==> config.mk <==
export PLATFORM = sky130hd
export DESIGN_NAME = chunked_adder
export DESIGN_NICKNAME = d
export VERILOG_FILES = /design/src/rtl/chunked_adder.sv
export SDC_FILE = /design/constraint.sdc
export NUM_CORES = 1
export LEC_CHECK = 0
export CAP_MARGIN = 40
export CORE_UTILIZATION = 46
export DETAILED_ROUTE_END_ITERATION = 16
export PLACE_DENSITY = 0.77
export SYNTH_ARGS = -nofsm -noshare
export SYNTH_HDL_FRONTEND = slang
export SYNTH_SLANG_ARGS = --single-unit
==> constraint.sdc <==
create_clock -name clock -period 2.7 [get_ports clock]
set_input_delay 0.405 -clock clock [delete_from_list [all_inputs] [get_ports clock]]
set_output_delay 0.405 -clock clock [all_outputs]
set_load 0.01 [all_outputs]
==> src/rtl/chunked_adder.sv <==
// chunked_adder: multi-cycle add/subtract, CHUNK bits per cycle with registered ripple carry
//   clock, reset                  : clock and synchronous active-high reset
//   in_valid/in_ready             : operand handshake (in_a, in_b, in_sub: 0 add, 1 subtract)
//   out_valid/out_ready           : result handshake
//   out_sum                       : {carry_out, sum}
//   out_overflow                  : two's-complement signed overflow of the WIDTH-bit sum
module chunked_adder #(
   parameter int WIDTH = 8,
   parameter int CHUNK = 2
) (
   input  logic             clock,
   input  logic             reset,
   input  logic             in_valid,
   output logic             in_ready,
   input  logic [WIDTH-1:0] in_a,
   input  logic [WIDTH-1:0] in_b,
   input  logic             in_sub,
   output logic             out_valid,
   input  logic             out_ready,
   output logic [WIDTH:0]   out_sum,
   output logic             out_overflow
);
   localparam int N  = WIDTH / CHUNK;
   localparam int IW = N > 1 ? $clog2(N) : 1;
   typedef enum logic [1:0] {IDLE, BUSY, DONE} state_t;
   state_t           state, state_n;
   logic [WIDTH-1:0] a, b;
   logic             carry;
   logic [IW-1:0]    idx;
   int               sh;
   logic [CHUNK-1:0] sa, sb, s;
   logic             c, last, accept;
   logic [WIDTH-1:0] mask, ins, lower;
   always_ff @(posedge clock)
      if (reset) state <= IDLE;
      else state <= state_n;
   always_comb begin
      state_n = state;
      if (state == IDLE) state_n = in_valid ? BUSY : IDLE;
      if (state == BUSY) state_n = last ? DONE : BUSY;
      if (state == DONE) state_n = out_ready ? (in_valid ? BUSY : IDLE) : DONE;
   end
   always_comb begin
      in_ready  = (state == IDLE) | ((state == DONE) & out_ready);
      out_valid = state == DONE;
   end
   // current chunk is selected by shifting, then merged back into the partial sum under a mask
   always_comb begin
      accept = in_valid & in_ready;
      last   = idx == IW'(N - 1);
      sh     = CHUNK * int'(idx);
      sa     = CHUNK'(a >> sh);
      sb     = CHUNK'(b >> sh);
      {c, s} = {1'b0, sa} + {1'b0, sb} + (CHUNK + 1)'(carry);
      mask   = WIDTH'({CHUNK{1'b1}}) << sh;
      ins    = WIDTH'(s) << sh;
      lower  = (out_sum[WIDTH-1:0] & ~mask) | ins;
   end
   always_ff @(posedge clock)
      if (reset) begin
         a            <= '0;
         b            <= '0;
         carry        <= 1'b0;
         idx          <= '0;
         out_sum      <= '0;
         out_overflow <= 1'b0;
      end else if (accept) begin
         a            <= in_a;
         b            <= in_sub ? ~in_b : in_b;
         carry        <= in_sub;
         idx          <= '0;
         out_sum      <= '0;
         out_overflow <= 1'b0;
      end else if (state == BUSY) begin
         out_sum <= {last ? c : out_sum[WIDTH], lower};
         carry   <= c;
         idx     <= last ? '0 : idx + 1'b1;
         if (last) out_overflow <= (a[WIDTH-1] == b[WIDTH-1]) & (lower[WIDTH-1] != a[WIDTH-1]);
      end
endmodule

==> summary.md, run 1 <==
| Metric | Value |
|---|---|
| Highest clock rate | 0.3947 GHz |
| Distinct cell type count of the synthesized netlist | 38 |
| Syn Nets | 190 |
| Asr flop ratio synth | 0% |
| Final setup fails | 0 |
| Worst min-delay path class | reg2reg |
| DRT Wirelength | ~3.6 mm |
| CP peak stage delay | 560 ps |
| Post-CTS setup repair buffer count | 0 |
| CTS H-tree lvls | 2 |
| Row Count | 21 |
| Crit-path cells | mux4_2 -> fa_1 -> fa_1 -> nand3_1 -> mux2i_1 -> a311oi_1 |
| Post-CTS Hold Buffers | 0 |
| Commonest non-fill, non-tap cells in the layout | clkdlybuf4s50_1 (32), dfxtp_1 (30), nor2_1 (12) |
| Critical Path RT | a little under 3000 ps |
| Layout fillers | roughly 300 |
| RSZ-0062 raised after global routing | false |
| Yosys top cell area share | 38.51% |
| GRT Overall Usage | between 20% and 30% |
| CP Class | reg2reg |
| Multi-input combinational cell area | between 800 and 900 um2 |
| Power per cell area | roughly 500 nW/um2 |
| CTS Buffer Depth | 2 |
| Ys Warns | 0 |
| Fin crit period | about 2500 ps |
| Post-Syn Instances | ~160 |
| Final Max Tran Viols | 0 |
| Setup ws final | roughly 170 ps |
| CTS root buf | clkbuf_4 |
| Chip height | approximately 60 um |
| Hold path endpoint | out_sum[6] |
| First-pass GRT wire length | slightly below 6 mm |
| Final setup skew | about 2.3 ps |
| CTS tree | yes |
| Worst Hold Path Cells | 2 |
| Final hold vios | 0 |
| Worst rel slew slack | between 50% and 60% |
| R2r endpoint | out_overflow |
| Via-to-Cell Ratio | 5.891 |
| Diode count | 0 |
| Area Growth Syn to Fin | 23.84% |
| Status | complete, no violations |
| Sequential fraction of the synthesis area | roughly two fifths |
| Place WS | roughly 95 ps |
| TritonCTS Buffers | 5 |
| Initial Util | about half |
| Die W | between 60 and 70 um |
| Reg2reg path depth | 6 |
| Layout cell share with drive strength beyond 1 | between 10% and 20% |
| Overall Power | approximately 1 mW |
| Crit path DAT | around 2800 ps |
| Critical R2R Launch | idx[0] |
| Crit end category | register |
| Mean Syn Cell Area | 9.887 um2 |
| Routability cong. | slightly above 0.8 |
| Worst vdd ir | just over 0.3 mV |
| Crit-path max FO | 4 |
| Slowest stage cell, crit path | fa_1 |
| ANT nets after route | 0 |
| Commonest non-fill, non-tap cell in the layout | clkdlybuf4s50_1 |
| Final HPWL DP | 2.564 mm |
| Area contributors post-synth | dfxtp_1 (39%), mux4_2 (5.6%), a311oi_1 (4.9%) |
| Vias in the first global route | 1286 |
| Top Ports | 33 |
| Synth Flop Type | dfxtp_1 |
| Min-delay src | out_sum[6] |
| DR vias | about 1400 |
| Post-layout utilization of the core | between 50 and 60% |
| Initial antenna violation count | 0 |
| Clock slew seen by the registers of the worst setup and hold paths | 90 ps |
| Mapped cell area | 1612 um2 |
| CP startpoint kind | register |
| Fin crit share | between 90% and 100% |
| Final net count | between 200 and 250 |
| Remaining DRCs | 0 |
| Reg2Reg Setup Slack | roughly 170 ps |
| Register area | 621.8 um2 |
| Avg WL per Cell | around 15 um |
| Slew @ Worst Pin | between 600 and 700 ps |
| Pin count of the biggest net entering global routing | 27 |
| Cts repair resizes | 0 |
| Leak | between 0.6 and 0.7 nW |
| Cell repeated most along the worst path | fa_1 |
| I/O Buffers | 32 |
| Worst hold slack | approximately 470 ps |
| Cell taking the most area after synthesis | dfxtp_1 |
| Gr ovfl total | 0 |
| Drt pass-1 iters | 4 |
| Number of synthesized flops with an enable pin | 0 |
| Detailed Route Iter0 Violations | around 110 |
| Synth Register Bits | 31 |
| Setup TNS | 0 ps |
| DIE AREA | roughly 3700 um2 |
| Core area | 3337 um2 |
| Clock sink count | 31 |
| Maxcap violations | 0 |
| Worst-Skew Late Latency | 330 ps |
## registers in the layout (all words and copies together), names as in the netlist
register	flops
a	8
b	8
carry	1
idx	2
out_overflow	1
out_sum	9
state	2
## worst max-delay path, delay by kind of cell, from the launching register on
family          cells  cell delay, ps
fa+ha+maj           2             980
mux                 2             670
flops               1             390
compound gates      1             280
simple gates        1             120
## area by class of cell
cell class / instances / area share (%)
repair buffers: 37 / 17.93
clock buffers: 8 / 3.448
inverters: 5 / 0.9404
flip-flops and latches: 31 / 31.16
well taps: 46 / 2.884
multi-input cells: 111 / 43.64
## logic make-up (layout without fill, tap and decap cells)
kind of cell,count (synthesis),count (layout),synth area share (%)
adders and majority gates,6,6,5.590
xor gates and xnor gates,8,8,4.348
and+or+nand+nor,42,42,14.67
AOI/OAI and AO/OA,47,47,21.35
DFF,31,31,38.51
muxes,8,8,8.075
buffers and inverters,21,50,7.452
## layer usage
layer / track usage (%) / vias up / share of wire [%]
met5: 0 / - / 0
met4: 9.091 / 0 / 1.6
met3: 5.672 / 11 / 6.6
met2: 35.56 / 58 / 48
met1: 27.18 / 656 / 44
li1: - / 677 / -
## synth_stat cells, types with 2 or more instances
library cell / number
buf_6: 3
fa_1: 2
buf_4: 3
o31ai_1: 8
nand3_1: 3
ha_1: 4
xnor2_1: 8
a21oi_1: 11
and2b_1: 2
a32oi_1: 4
mux2i_1: 4
nand2_1: 3
nor2b_1: 2
nand3b_1: 4
a22oi_1: 2
clkbuf_1: 2
nor2_1: 12
mux4_2: 4
dfxtp_1: 31
inv_1: 3
a31oi_1: 8
a21oi_2: 2
buf_1: 2
a311oi_1: 9
buf_2: 5
nand4_1: 10
## metrics by stage
| stage | instances | instance area [um2] |
|---|---|---|
| global placement | 230 | 1926 |
| CTS | 238 | 1994 |
| finish | 238 | 1996 |
| floorplan | 163 | 1612 |
| detailed placement | 230 | 1926 |
| global route | 238 | 1996 |
## worst max-delay path by stage
stage	from	end	slack, ps	cells past startpoint
after CTS	idx[0]	out_overflow	80	6
after detailed placement	idx[0]	out_overflow	100	6
after floorplan	idx[0]	out_overflow	130	7
after global routing	idx[0]	out_overflow	70	6
after global placement	idx[0]	out_overflow	220	6
final	idx[0]	out_overflow	170	6
## power by group
part	total, mW	switching [mW]	internal (mW)
clock network	0.314	0.161	0.153
registers	0.506	0.0246	0.481
logic	0.181	0.0872	0.0934
total	1.00	0.273	0.728
No activity file was read; power rests on OpenSTA's default activity.
==> run 2, diff against run 1 <==
CORE_UTILIZATION = 48   (was 46)
CTS_BUF_LIST = sky130_fd_sc_hd__clkbuf_8   (was not set)
CTS_CLUSTER_SIZE = 28   (was not set)
PLACE_DENSITY = 0.79   (was 0.77)
==> run 2 against run 1 <==
Fmax is essentially flat. Sequential share of layout area down 0.33 points. Largest cell class unchanged. Combinational power is essentially flat. Core utilization up 4.7 points. Clock power increased by 26%.
==> summary.md, run 2 (synthesis gave the netlist of run 1 again) <==
| Metric | Value |
|---|---|
| Status | complete, no violations |
| First-pass GRT wire length | 5.858 mm (+0.24%) |
| Drt pass-1 iters | 4 (unchanged) |
| Row Count | 20 (-4.8%) |
| Commonest non-fill, non-tap cells in the layout | clkdlybuf4s50_1 (32), dfxtp_1 (30), nor2_1 (12) |
| Final Max Tran Viols | 0 (unchanged) |
| CTS Buffer Depth | 2 (unchanged) |
| Avg WL per Cell | 14.32 um (-5.4%) |
| Slowest stage cell, crit path | fa_1 |
| Worst-Skew Late Latency | 280 ps (-50 ps) |
| ANT nets after route | 0 (unchanged) |
| Highest clock rate | 0.3951 GHz (about the same) |
| CTS tree | yes |
| Overall Power | 1.082 mW (+8.2%) |
| Inst Count DP | 227 (-1.3%) |
| CP peak stage delay | 560 ps (about the same) |
| Setup TNS | 0 ps (unchanged) |
| Final setup fails | 0 (unchanged) |
| Clock slew seen by the registers of the worst setup and hold paths | 60 ps (-30 ps) |
| Worst rel slew slack | 55.79% (+1.5 points) |
| Power per cell area | 536.6 nW/um2 (+7.0%) |
| Worst vdd ir | 0.3331 mV (+8.6%) |
| Post-layout utilization of the core | 64.48% (+4.7 points) |
| Top Ports | 33 (unchanged) |
| CP startpoint kind | register |
| Post-CTS setup repair buffer count | 0 (unchanged) |
| Fin crit share | 93.75% (about the same) |
| Detailed Route Iter0 Violations | 72 (-33%) |
| Most flops, register | out_sum |
| Maxcap violations | 0 (unchanged) |
| DIE AREA | 3593 um2 (-4.0%) |
| Area Growth Syn to Fin | 25.15% |
| Flip-flop count of the largest register, all copies and words added | 9 (unchanged) |
| Chip height | 59.94 um (-2.0%) |
| Routability cong. | 0.8700 (+7.8%) |
| Initial Util | 51.52% (+3.2 points) |
| I/O Buffers | 32 (unchanged) |
| Pin count of the biggest net entering global routing | 21 (-22%) |
| Worst hold slack | 459.0 ps (-9.589 ps) |
| Commonest non-fill, non-tap cell in the layout | clkdlybuf4s50_1 |
| Worst min-delay path class | reg2reg |
| Die W | 59.94 um (-2.0%) |
| Slew @ Worst Pin | 662.2 ps (-21.78 ps) |
| Crit-path max FO | 5 (+1) |
| Initial antenna violation count | 0 (unchanged) |
| Final HPWL DP | 2.409 mm (-6.0%) |
| CP Class | reg2reg |
| Gr ovfl total | 0 (unchanged) |
| CTS H-tree lvls | 2 (unchanged) |
| Final net count | 217 (-0.46%) |
| Biggest regs | out_sum: 9 flops, a: 8 flops, b: 8 flops |
| Diode count | 0 (unchanged) |
| TritonCTS Buffers | 5 (unchanged) |
| DR vias | 1391 (-0.78%) |
| Final hold vios | 0 (unchanged) |
| Clock sink count | 31 (unchanged) |
| CTS root buf | clkbuf_8 |
| DRT Wirelength | 3.366 mm (-6.6%) |
| Fin crit period | 2531 ps (-2.129 ps) |
| Layout cell share with drive strength beyond 1 | 11.52% (-0.46 points) |
| Via-to-Cell Ratio | 5.919 (+0.48%) |
| Critical Path RT | 2890 ps (-50 ps) |
| Crit path DAT | 2720 ps (-50 ps) |
| Final Non-Filler Cells | 235 (-1.3%) |
| Cell repeated most along the worst path | fa_1 |
| RSZ-0062 raised after global routing | false |
| Leak | 0.7051 nW (+1.7%) |
| Core area | 3128 um2 (-6.3%) |
| Vias in the first global route | 1309 (+1.8%) |
| Crit-path cells | mux4_2 -> fa_1 -> fa_1 -> nand3_1 -> mux2i_1 -> a311oi_1 |
| GRT Overall Usage | 21.91% (+0.19 points) |
| Crit end category | register |
| Remaining DRCs | 0 (unchanged) |
| Final setup skew | 1.967 ps (-0.3485 ps) |
-- run 2: cell types whose count changed in the layout (fill, tap and decap cells not counted), sizes merged --
cell    delta
inv        +1
buf        -1
clkbuf     -1
-- run 2: routing by layer --
layer,track usage [%],vias up,routed length (um),share of wire [%]
met4,6.977,0,46,1.4
met5,0,-,0,0
met2,36.98,54,1670,50
li1,-,671,-,-
met3,6.494,8,161,4.8
met1,26.67,658,1487,44
-- run 2: timing repair --
item | 4_1_cts | 5_1_grt
endpoints found under the setup margin | 0 | 1
hold buffers | 0 | 0
resized for setup | 0 | 1
-- run 2: final cells by class --
cell class	count	area, um2
timing repair buffer	36	350.3
fill	258	1111
clock inverter	1	3.754
clock buffer	7	96.34
inverter	5	18.77
tap	44	55.05
sequential	31	621.8
multi-input combinational	111	870.8
-- run 2: path summary, 6_finish.rpt --
kind,startpoint,end,slack (ps),cells past startpoint
worst max-delay path,idx[0],out_overflow,170,6
worst min-delay path,out_sum[6],out_sum[6],460,2
worst max register to register,idx[0],out_overflow,170,6
worst min register to register,out_sum[6],out_sum[6],460,2
-- run 2: power breakdown --
| part | switching, mW | leakage [nW] | internal, mW |
|---|---|---|---|
| logic | 0.0863 | 0.395 | 0.0934 |
| clock network | 0.169 | 0.0557 | 0.229 |
| registers | 0.0234 | 0.254 | 0.482 |
-- run 2: worst max-delay path: cells and delay by family (launching register included) --
kind,cells,cell delay (ps)
AO/OA/AOI/OAI,1,270
AND/OR/NAND/NOR,1,110
flip-flops,1,400
adder cells (fa/ha/maj),2,980
multiplexers,2,670
-- run 2: metrics by stage --
stage,worst slack [ps],instance area [um2]
floorplan,128.1,1612
global placement,158.5,1916
detailed placement,77.17,1916
CTS,44.36,2016
global route,73.37,2017
finish,168.8,2017
